<file path="src/rtl/io_console.sv">
// io_console -- text console on the CPU's external I/O bus.
//
// Takes one-cycle iow writes aimed at the console, queues the characters in
// a small FIFO (the CPU never waits) and renders them into a registered
// single-port text-buffer RAM. Handles the cursor, CR/LF/BS/FF, line wrap,
// scroll-up and clear-screen.
//
// Optional feature: define CONSOLE_TAB_EN to make 0x09 advance the cursor
// to the next multiple of 8 (wrapping to a new line past the last column).
// Without it, 0x09 is ignored like any other non-printable code.
//
// Ports:
//   CLOCK, RESET      clock, synchronous active-high reset
//   ioad/iowdt/iow    I/O write address, data, one-cycle strobe
//   rdad/ior/iordt    I/O read address, strobe, combinational read data
//   tb_addr/tb_wdata  text-buffer address and write data
//   tb_we             text-buffer write enable
//   tb_rdata          text-buffer read data, valid 1 cycle after tb_addr
//   busy              FSM not idle or FIFO not empty
//
// Registers (base CHAR_ADDR):
//   +0 W  push character
//   +1 R  {13'd0, ovf, fifo_full, busy}; an ior here clears ovf
//   +1 W  bit 1 queues a clear-screen (FF)
//   +2 RW cursor {3'd0, y[4:0], 2'd0, x[5:0]}; writes only when fully idle
module io_console #(
  parameter int         COLS       = 40,
  parameter int         ROWS       = 25,
  parameter int         TB_AW      = 11,
  parameter logic [7:0] CHAR_ADDR  = 8'h12,
  parameter int         FIFO_DEPTH = 4
) (
  input  logic             CLOCK,
  input  logic             RESET,
  input  logic [7:0]       ioad,
  input  logic [15:0]      iowdt,
  input  logic             iow,
  input  logic [7:0]       rdad,
  input  logic             ior,
  output logic [15:0]      iordt,
  output logic [TB_AW-1:0] tb_addr,
  output logic [7:0]       tb_wdata,
  output logic             tb_we,
  input  logic [7:0]       tb_rdata,
  output logic             busy
);

  localparam int PW = $clog2(FIFO_DEPTH);

  localparam logic [7:0]       STAT_REG   = CHAR_ADDR + 8'd1;
  localparam logic [7:0]       CUR_REG    = CHAR_ADDR + 8'd2;
  localparam logic [5:0]       X_MAX      = 6'(COLS - 1);
  localparam logic [4:0]       Y_MAX      = 5'(ROWS - 1);
  localparam logic [TB_AW-1:0] A_ONE      = TB_AW'(1);
  localparam logic [TB_AW-1:0] A_COLS     = TB_AW'(COLS);
  localparam logic [TB_AW-1:0] A_SCR_LAST = TB_AW'(COLS * (ROWS - 1) - 1);
  localparam logic [TB_AW-1:0] A_BLANK0   = TB_AW'(COLS * (ROWS - 1));
  localparam logic [TB_AW-1:0] A_LAST     = TB_AW'(COLS * ROWS - 1);
  localparam logic [PW:0]      CNT_FULL   = (PW + 1)'(FIFO_DEPTH);

  // SCROLL_PRE exists only so a printable that wraps off the last row can
  // finish its own write before the scroll starts reading.
  typedef enum logic [2:0] {
    ST_IDLE,
    ST_SCROLL_PRE,
    ST_SCROLL_RD,
    ST_SCROLL_WR,
    ST_SCROLL_BLANK,
    ST_CLEAR
  } state_e;

  state_e           state_q, state_d;
  logic [5:0]       x_q, x_d;
  logic [4:0]       y_q, y_d;
  logic [TB_AW-1:0] a_q, a_d;        // cell index for scroll/clear sweeps
  logic [TB_AW-1:0] addr_q, addr_d;
  logic             we_q, we_d;
  logic [7:0]       wdata_q, wdata_d;
  logic             copy_q, copy_d;  // scroll copy cycle: write RAM read data
  logic             ovf_q, ovf_d;

  logic [7:0]       fifo_q [FIFO_DEPTH];
  logic [PW-1:0]    wr_ptr_q, wr_ptr_d, rd_ptr_q, rd_ptr_d;
  logic [PW:0]      cnt_q, cnt_d;

  logic             fifo_empty, fifo_full;
  logic             pop, push_req, push_ok, cur_wr;
  logic             do_lf, wr_pend;
  logic [7:0]       ch, push_data;
  logic [TB_AW-1:0] cur_addr;
  logic             unused_ok;

`ifdef CONSOLE_TAB_EN
  localparam logic [6:0] TAB_LIM = 7'(COLS);
  logic [6:0] tab_x;
`endif

  assign fifo_empty = (cnt_q == '0);
  assign fifo_full  = (cnt_q == CNT_FULL);
  assign busy       = (state_q != ST_IDLE) || !fifo_empty;
  assign cur_addr   = TB_AW'(y_q) * A_COLS + TB_AW'(x_q);
  assign unused_ok  = ^{iowdt[15:13], iowdt[7:6]};

  assign tb_addr  = addr_q;
  assign tb_we    = we_q;
  assign tb_wdata = copy_q ? tb_rdata : wdata_q;

  always_comb begin
    iordt = '0;
    if (rdad == STAT_REG)     iordt = {13'd0, ovf_q, fifo_full, busy};
    else if (rdad == CUR_REG) iordt = {3'd0, y_q, 2'd0, x_q};
  end

  always_comb begin
    state_d = state_q;
    x_d     = x_q;
    y_d     = y_q;
    a_d     = a_q;
    addr_d  = addr_q;
    we_d    = 1'b0;
    wdata_d = wdata_q;
    copy_d  = 1'b0;
    pop     = 1'b0;
    do_lf   = 1'b0;
    wr_pend = 1'b0;
    ch      = fifo_q[rd_ptr_q];
`ifdef CONSOLE_TAB_EN
    tab_x   = '0;
`endif

    case (state_q)
      ST_IDLE: begin
        if (!fifo_empty) begin
          pop = 1'b1;
          if (ch >= 8'h20 && ch <= 8'h7E) begin
            addr_d  = cur_addr;
            we_d    = 1'b1;
            wdata_d = ch;
            wr_pend = 1'b1;
            if (x_q == X_MAX) begin
              x_d   = '0;
              do_lf = 1'b1;
            end else begin
              x_d = x_q + 6'd1;
            end
          end else begin
            case (ch)
              8'h0D: x_d = '0;
              8'h0A: do_lf = 1'b1;
              8'h08: begin
                // No wrap back to the previous row at column 0.
                if (x_q != '0) begin
                  x_d     = x_q - 6'd1;
                  addr_d  = cur_addr - A_ONE;
                  we_d    = 1'b1;
                  wdata_d = 8'h20;
                end
              end
              8'h0C: begin
                state_d = ST_CLEAR;
                a_d     = '0;
                addr_d  = '0;
                we_d    = 1'b1;
                wdata_d = 8'h20;
              end
`ifdef CONSOLE_TAB_EN
              8'h09: begin
                // 7-bit so a tab from the top octet cannot wrap to 0.
                tab_x = {1'b0, x_q[5:3], 3'b000} + 7'd8;
                if (tab_x >= TAB_LIM) begin
                  x_d   = '0;
                  do_lf = 1'b1;
                end else begin
                  x_d = tab_x[5:0];
                end
              end
`endif
              default: ;
            endcase
          end

          if (do_lf) begin
            if (y_q != Y_MAX) begin
              y_d = y_q + 5'd1;
            end else if (wr_pend) begin
              state_d = ST_SCROLL_PRE;
            end else begin
              state_d = ST_SCROLL_RD;
              a_d     = '0;
              addr_d  = A_COLS;
            end
          end
        end
      end

      ST_SCROLL_PRE: begin
        state_d = ST_SCROLL_RD;
        a_d     = '0;
        addr_d  = A_COLS;
      end

      // Read cell a+COLS this cycle; the registered RAM returns it next
      // cycle, when it is written straight through to cell a.
      ST_SCROLL_RD: begin
        state_d = ST_SCROLL_WR;
        addr_d  = a_q;
        we_d    = 1'b1;
        copy_d  = 1'b1;
      end

      ST_SCROLL_WR: begin
        if (a_q == A_SCR_LAST) begin
          state_d = ST_SCROLL_BLANK;
          a_d     = A_BLANK0;
          addr_d  = A_BLANK0;
          we_d    = 1'b1;
          wdata_d = 8'h20;
        end else begin
          state_d = ST_SCROLL_RD;
          a_d     = a_q + A_ONE;
          addr_d  = a_q + A_ONE + A_COLS;
        end
      end

      ST_SCROLL_BLANK: begin
        if (a_q == A_LAST) begin
          state_d = ST_IDLE;
          y_d     = Y_MAX;
        end else begin
          a_d    = a_q + A_ONE;
          addr_d = a_q + A_ONE;
          we_d   = 1'b1;
        end
      end

      ST_CLEAR: begin
        if (a_q == A_LAST) begin
          state_d = ST_IDLE;
          x_d     = '0;
          y_d     = '0;
        end else begin
          a_d    = a_q + A_ONE;
          addr_d = a_q + A_ONE;
          we_d   = 1'b1;
        end
      end

      default: state_d = ST_IDLE;
    endcase

    // Cursor writes only land when nothing is pending, so they can never
    // race a character that is still in flight.
    cur_wr = iow && (ioad == CUR_REG) && (state_q == ST_IDLE) && fifo_empty;
    if (cur_wr) begin
      x_d = (iowdt[5:0]  > X_MAX) ? X_MAX : iowdt[5:0];
      y_d = (iowdt[12:8] > Y_MAX) ? Y_MAX : iowdt[12:8];
    end

    push_req  = iow && ((ioad == CHAR_ADDR) || ((ioad == STAT_REG) && iowdt[1]));
    push_data = (ioad == CHAR_ADDR) ? iowdt[7:0] : 8'h0C;
    // A pop in the same cycle frees a slot even when full.
    push_ok   = push_req && (!fifo_full || pop);
    wr_ptr_d  = wr_ptr_q + PW'(push_ok);
    rd_ptr_d  = rd_ptr_q + PW'(pop);
    cnt_d     = cnt_q + (PW + 1)'(push_ok) - (PW + 1)'(pop);

    ovf_d = ovf_q;
    if (ior && (rdad == STAT_REG)) ovf_d = 1'b0;
    if (push_req && !push_ok)      ovf_d = 1'b1;
  end

  always_ff @(posedge CLOCK) begin
    if (RESET) begin
      state_q  <= ST_IDLE;
      x_q      <= '0;
      y_q      <= '0;
      a_q      <= '0;
      addr_q   <= '0;
      we_q     <= 1'b0;
      wdata_q  <= 8'h20;
      copy_q   <= 1'b0;
      ovf_q    <= 1'b0;
      wr_ptr_q <= '0;
      rd_ptr_q <= '0;
      cnt_q    <= '0;
    end else begin
      state_q  <= state_d;
      x_q      <= x_d;
      y_q      <= y_d;
      a_q      <= a_d;
      addr_q   <= addr_d;
      we_q     <= we_d;
      wdata_q  <= wdata_d;
      copy_q   <= copy_d;
      ovf_q    <= ovf_d;
      wr_ptr_q <= wr_ptr_d;
      rd_ptr_q <= rd_ptr_d;
      cnt_q    <= cnt_d;
    end
  end

  // Storage only; occupancy is tracked by the reset pointers.
  always_ff @(posedge CLOCK) begin
    if (push_ok) fifo_q[wr_ptr_q] <= push_data;
  end

endmodule

</file>
<file path="config.mk">
export PLATFORM = sky130hd
export DESIGN_NAME = io_console
export DESIGN_NICKNAME = d
export VERILOG_FILES = /design/src/rtl/io_console.sv
export SDC_FILE = /design/constraint.sdc
export NUM_CORES = 1
export LEC_CHECK = 0
export CORE_MARGIN = 2
export CORE_UTILIZATION = 65
export DETAILED_ROUTE_END_ITERATION = 10
export DONT_BUFFER_PORTS = 1
export PLACE_DENSITY = 0.81
export SYNTH_ARGS = -nofsm -noshare
export SYNTH_HDL_FRONTEND = slang
export SYNTH_SLANG_ARGS = --single-unit
</file>
<file path="constraint.sdc">
create_clock -name CLOCK -period 3.3 [get_ports CLOCK]
set_clock_uncertainty 0.1 [all_clocks]
set_input_delay 0.33 -clock CLOCK [delete_from_list [all_inputs] [get_ports CLOCK]]
set_output_delay 0.33 -clock CLOCK [all_outputs]
set_load 0.01 [all_outputs]
</file>
==> results.ini, run 1 <==
[run_status]
outcome=finished, final reports clean

[critical_path]
cp_max_fo=7
critPathCaptureType=flip-flop
rr_startpoint=y_q[2]
startpoint=y_q[2]
critPathBufInv=0
cp-start-kind=flip-flop
critPathMaxStageDelay_ps=640
worstSetupPathType=flip-flop to flip-flop
crit_chain=ha_1, fa_2, nand2_1, a211oi_1, xnor3_1, nor2_1, nand4_1, a21bo_2, a311oi_1
cpMaxStageDelayCell=fa_2
crit_family=adder cells
required_ps=3490
cp_data_arrival_time_ps=3280

[min_path]
hold_path_startpoint=RESET
hold_path_class=input port to flip-flop

[placement]
gp_congestion=0.947
io_buffers=0
dpl.hpwl_mm=11.9
dp_worst_setup_slack_ps=242

[sta]
relSlewSlack_pct=54.0
setup_viol=0
hold_viol=0
fmax_mhz=324
grt_setup_unrepaired=no
final_max_slew_viol_count=0
finalWorstSetupSlack_ps=212
fin_crit_ps=3090
min_period_over_period_pct=93.6
tightest_slew_ps=684
finalSetupTns_ps=0

[pwr]
ir_worst_vdd_v=0.000271
power_switching_w=0.000953
p_int_w=0.00177
leakagePower_nw=2.35
power_frac_clock_pct=26.0
p_sw_share_pct=35.0
total_power_w=0.00272
comb_power_share_pct=25.7
powerDensity_mw_per_mm2=428
seq_power_share_pct=48.3

[yosys]
netlist_area_mm2=0.00594
yosysWarningCount=0
ys_seq_area_share_pct=34.4
ys_ff_latch=86
synth_top_flop_cell=dfxtp_1
async_flop_share_pct=0
synth_edf_count=32
syn_avg_cell_area_um2=8.64
post_synth_num_cell_types=86
syn_inst=687

[grt]
grt_pass1_vias=5089
grt_pass1_wl_mm=25.6
antenna_found_initial=0
overflow=0
track_usage_pct=32.6
grt_max_degree=54

[final_layout]
areaGrowthSynthToFinish_pct=7.12
nets=766
drive_gt1_share_pct=12.3
diodes=0
fillCellCount=651

[clock_network]
cts_inserted_buffers=9
clkTransAtPathRegs_ps=90
cts_setup_buffers=0
cts_tree=yes
clock_path_buffers=2
clock_latency_ps=380
h-tree-depth=3
root_buffer=clkbuf_8
cts_sinks=86

[route]
vias_per_cell=6.79
first_iter_violations=533
ant_nets=0
wl_per_cell_um=19.8
drc=0
totalWireLength_mm=16.1
dr.pass1.iters=7
via_count=5521

[flow_run]
drv_cap=0

[floorplan]
core_mm2=0.00881
top_level_ports=81
die_w_um=99.6
die_y_um=99.6
die-area_mm2=0.00992
rows=34
initial_core_util_pct=67.4

-- worst paths after layout --
check	endpoint	slack, ps	depth (start not counted)
worst max-delay path	tb_addr[10]	210	9
worst min-delay path	tb_addr[8]	60	3
worst max register to register	tb_addr[10]	210	9
worst min register to register	wdata_q[3]	360	2
-- flip-flops by register name (all words and copies together) (netlist names) --
register and cells:
y_q 5, copy_q 1, x_q 6, wr_ptr_q 2
state_q 3, fifo_q 32, tb_addr 11, cnt_q 3
ovf_q 1, a_q 11, tb_we 1, wdata_q 8
rd_ptr_q 2
-- logic make-up (layout without fill, tap and decap cells) --
logic type / Yosys count / after routing / share of synthesized area (%)
simple gates: 283 / 283 / 24.4
xor+xnor: 23 / 23 / 3.62
buf+inv: 66 / 80 / 5.50
flops: 86 / 86 / 34.4
other cells: 1 / 5 / 0.0632
mux: 20 / 20 / 5.56
compound gates: 186 / 186 / 21.4
fa+ha+maj: 22 / 22 / 5.01
-- placed cells by master, fill, tap and decap left out, types with 6 or more instances in the layout --
master and instances:
a211oi_1 14, a21o_1 6, a21oi_1 38, a311oi_1 10, a31oi_1 8, and2_1 21, and3_1 12, buf_4 43
clkbuf_8 9, dfxtp_1 54, edfxtp_1 32, ha_1 19, inv_1 18, mux2_2 9, nand2_1 66, nand2b_1 8
nand3_1 27, nor2_1 72, nor2b_1 9, nor3_1 21, nor4_1 6, o21ai_0 41, or3_1 6, xnor2_1 17
-- final cells by class --
type	count	area, µm²	share of cell area [%]
timing repair buffer	44	343	5.39
tap	108	135	2.12
inverter	20	75.1	1.18
sequential	86	2040	32.1
clock buffer	9	124	1.95
clock inverter	7	55.1	0.865
multi-input combinational	539	3590	56.4
-- per-layer routing --
metal  global-route usage [%]  vias to the layer above  share of wire (%)
li1                         -                     2587                  -
met1                     44.5                     2595                 41
met2                     53.1                      314                 47
met3                     6.18                       25                 10
met4                     9.69                        0                1.6
met5                        0                        -                  0
-- per-stage QoR --
| step | instance area (µm²) | utilization [%] | instances | hold slack [ps] |
|---|---|---|---|---|
| floorplan | 5950 | - | 691 | 329 |
| global placement | 6160 | 69.9 | 796 | 304 |
| detailed placement | 6160 | 69.9 | 796 | 307 |
| CTS | 6360 | 72.2 | 813 | 49.2 |
| global route | 6360 | 72.2 | 813 | 64.8 |
| finish | 6360 | 72.2 | 813 | 59.7 |
-- synth_stat cells (6+ instances only) --
| master | n | area (µm²) |
|---|---|---|
| a31oi_1 | 8 | 50.1 |
| mux2_2 | 9 | 101 |
| and3_1 | 12 | 75.1 |
| a21oi_1 | 38 | 190 |
| nor3_1 | 21 | 105 |
| xnor2_1 | 17 | 149 |
| inv_1 | 18 | 67.6 |
| a211oi_1 | 14 | 105 |
| and2_1 | 21 | 131 |
| nor4_1 | 6 | 37.5 |
| nand3_1 | 27 | 135 |
| nand2b_1 | 8 | 50.1 |
| buf_4 | 6 | 45.0 |
| a311oi_1 | 10 | 87.6 |
| o21ai_0 | 42 | 210 |
| a21o_1 | 6 | 45.0 |
| dfxtp_1 | 54 | 1080 |
| clkbuf_1 | 29 | 109 |
| or3_1 | 6 | 37.5 |
| nor2_1 | 72 | 270 |
| nor2b_1 | 9 | 56.3 |
| ha_1 | 19 | 238 |
| nand2_1 | 66 | 248 |
| edfxtp_1 | 32 | 961 |
-- worst min-delay path, cell delays in order --
cell	delay [ps]
a21oi_1	40
nand2_1	60
o21ai_0	60
-- timing repair --
action / in CTS / in global routing
gates resized for setup: 0 / 1
endpoints found under the setup margin: 0 / 1
hold endpoints to repair: 53 / 0
hold buffers: 1 / 0
-- power groups by stage --
stage | combinational (W) | sequential, W | clock [W]
2_1_floorplan | 0.000555 | 0.00129 | 0
3_3_place_gp | 0.000646 | 0.00133 | 0
3_5_place_dp | 0.000674 | 0.00134 | 0
4_1_cts | 0.000691 | 0.00131 | 0.000719
5_1_grt | 0.000772 | 0.00132 | 0.000740
6_report | 0.000700 | 0.00132 | 0.000708
Note: power is estimated with default switching activity, not from simulation.
==> run 2: changes to the inputs <==
--- a/config.mk
+++ b/config.mk
@@ -6,10 +6,9 @@
 export NUM_CORES = 1
 export LEC_CHECK = 0
 export CORE_MARGIN = 2
-export CORE_UTILIZATION = 65
+export CORE_UTILIZATION = 30
 export DETAILED_ROUTE_END_ITERATION = 10
 export DONT_BUFFER_PORTS = 1
-export PLACE_DENSITY = 0.81
 export SYNTH_ARGS = -nofsm -noshare
 export SYNTH_HDL_FRONTEND = slang
 export SYNTH_SLANG_ARGS = --single-unit
==> results.ini, run 2 (synthesis gave the netlist of run 1 again) <==
[min_path]
hold_depth=3  ; unchanged
hold_path_class=input port to flip-flop
hold_path_startpoint=ior
whs_endpoint=ovf_q

[route]
dr.pass1.iters=5  ; -2
via_count=5354  ; -3.0%
vias_per_cell=5.47  ; -19%
totalWireLength_mm=17.5  ; +8.3%
drc=0  ; unchanged
wl_per_cell_um=17.9  ; -10%
ant_nets=0  ; unchanged
first_iter_violations=411  ; -23%

[sta]
finalSetupTns_ps=0  ; unchanged
grt_setup_unrepaired=no
final_max_slew_viol_count=0  ; unchanged
tightest_slew_ps=739  ; +55.2 ps
fin_crit_ps=3080  ; -7.14 ps
setup_viol=0  ; unchanged
relSlewSlack_pct=49.4  ; -4.6 points
fmax_mhz=325  ; +0.23%
min_period_over_period_pct=93.3  ; -0.22 points
hold_viol=0  ; unchanged

[final_layout]
drive_gt1_share_pct=13.0  ; +0.70 points
diodes=0  ; unchanged
final_cell_mix=nor2_1 (72), nand2_1 (66), dfxtp_1 (54)
nets=774  ; +1.0%
layout_commonest_cell=nor2_1
largest_reg_flops=32  ; unchanged
areaGrowthSynthToFinish_pct=13.6
final_area_mm2=0.00675  ; +6.1%
largest_register=fifo_q

[grt]
track_usage_pct=16.8  ; -16 points
grt_pass1_vias=4878  ; -4.1%
grt_pass1_wl_mm=26.9  ; +5.3%
overflow=0  ; unchanged
antenna_found_initial=2  ; +2
grt_max_degree=52  ; -3.7%

[critical_path]
rrSetupSlack_ps=220  ; about the same
crit_chain=buf_12, mux4_2, nor4_4, buf_4, o211ai_2, nand2_1, a2111oi_0, a2111oi_0, buf_4
worstSetupPathType=flip-flop to flip-flop
cp_max_fo=12  ; +5
cpMaxStageDelayCell=a2111oi_0
required_ps=3500  ; about the same
reg2reg_depth=9  ; unchanged
r2r-end=tb_we
critPathCaptureType=flip-flop
critPathBufInv=3  ; +3
crit_family=compound AO/OA/AOI/OAI gates
cp-start-kind=flip-flop
cp_data_arrival_time_ps=3280  ; about the same
critPathMaxStageDelay_ps=690  ; +50 ps
rr_startpoint=rd_ptr_q[0]

[placement]
io_buffers=0  ; unchanged
place_area_mm2=0.00642  ; +4.2%
gp_congestion=0.847  ; -11%
dpl.hpwl_mm=12.8  ; +7.6%

[floorplan]
top_level_ports=81  ; unchanged
initial_core_util_pct=30.5  ; -37 points
die_w_um=145  ; +45%
core_mm2=0.0195  ; +120%
die-area_mm2=0.0209  ; +110%
rows=51  ; +50%
die_y_um=145  ; +45%

[clock_network]
clkTransAtPathRegs_ps=70  ; -20 ps
clock_path_buffers=2  ; unchanged
cts_sinks=86  ; unchanged
cts_tree=yes
h-tree-depth=3  ; unchanged
clock_latency_ps=350  ; -30 ps
root_buffer=clkbuf_16
cts_inserted_buffers=9  ; unchanged

[pwr]
leakagePower_nw=2.46  ; +4.5%
ir_worst_vdd_v=0.000223  ; -18%
powerDensity_mw_per_mm2=452  ; +5.6%

[run_status]
outcome=finished, final reports clean

[flow_run]
drv_cap=0  ; unchanged

run 2: routing by layer:
layer	vias to the layer above	share of wire, %	wire, µm	track usage, %
li1	2602	-	-	-
met1	2536	47	8180	24.2
met2	192	44	7720	25.6
met3	24	7.0	1220	3.26
met4	0	1.9	337	4.65
met5	-	0	0	0
run 2: how the worst max path moves through the flow:
stage          slack, ps     endpoint  cells after the start        start
4_1_cts              260   tb_addr[9]                     10       y_q[1]
5_1_grt               20   tb_addr[9]                     10       y_q[1]
6_report             220        tb_we                      9  rd_ptr_q[0]
3_3_place_gp         280        tb_we                      9  rd_ptr_q[0]
2_1_floorplan        420  tb_addr[10]                     10       y_q[3]
3_5_place_dp         260     cnt_q[2]                     13      ioad[5]
run 2: power by group:
group | switching [W] | leakage [nW] | internal [W]
Sequential | 0.000152 | 0.699 | 0.00118
Clock | 0.000470 | 0.136 | 0.000521
Combinational | 0.000391 | 1.62 | 0.000334
run 2: tightest hold or removal path: stages:
cell	delay, ps
nand2_1	50
a22oi_1	60
nor2_1	70
run 2: layout make-up:
cell class	count	area, µm²
clock inverter	7	55.1
fill	2013	12700
sequential	86	2040
clock buffer	9	225
tap	265	332
multi-input combinational	539	3590
timing repair buffer	52	425
inverter	20	75.1
run 2: stage by stage:
| stage | power [W] | setup WS (ps) | std cells | utilization (%) | hold slack (ps) |
|---|---|---|---|---|---|
| after CTS | 0.00308 | 255 | 978 | 34.6 | 90.8 |
| after global routing | 0.00321 | 22.7 | 978 | 34.7 | 110 |
| after global placement | 0.00206 | 278 | 960 | 33.0 | 312 |
| final | 0.00305 | 220 | 978 | 34.7 | 97.6 |
| after floorplan | 0.00184 | 424 | 691 | - | 329 |
| after detailed placement | 0.00207 | 265 | 960 | 33.0 | 313 |
run 2: what timing repair did:
item,CTS,global route
hold buffers,2,0
setup buffers,0,0
gates resized for setup,0,1
endpoints found under the hold margin,51,0
endpoints found under the setup margin,0,1
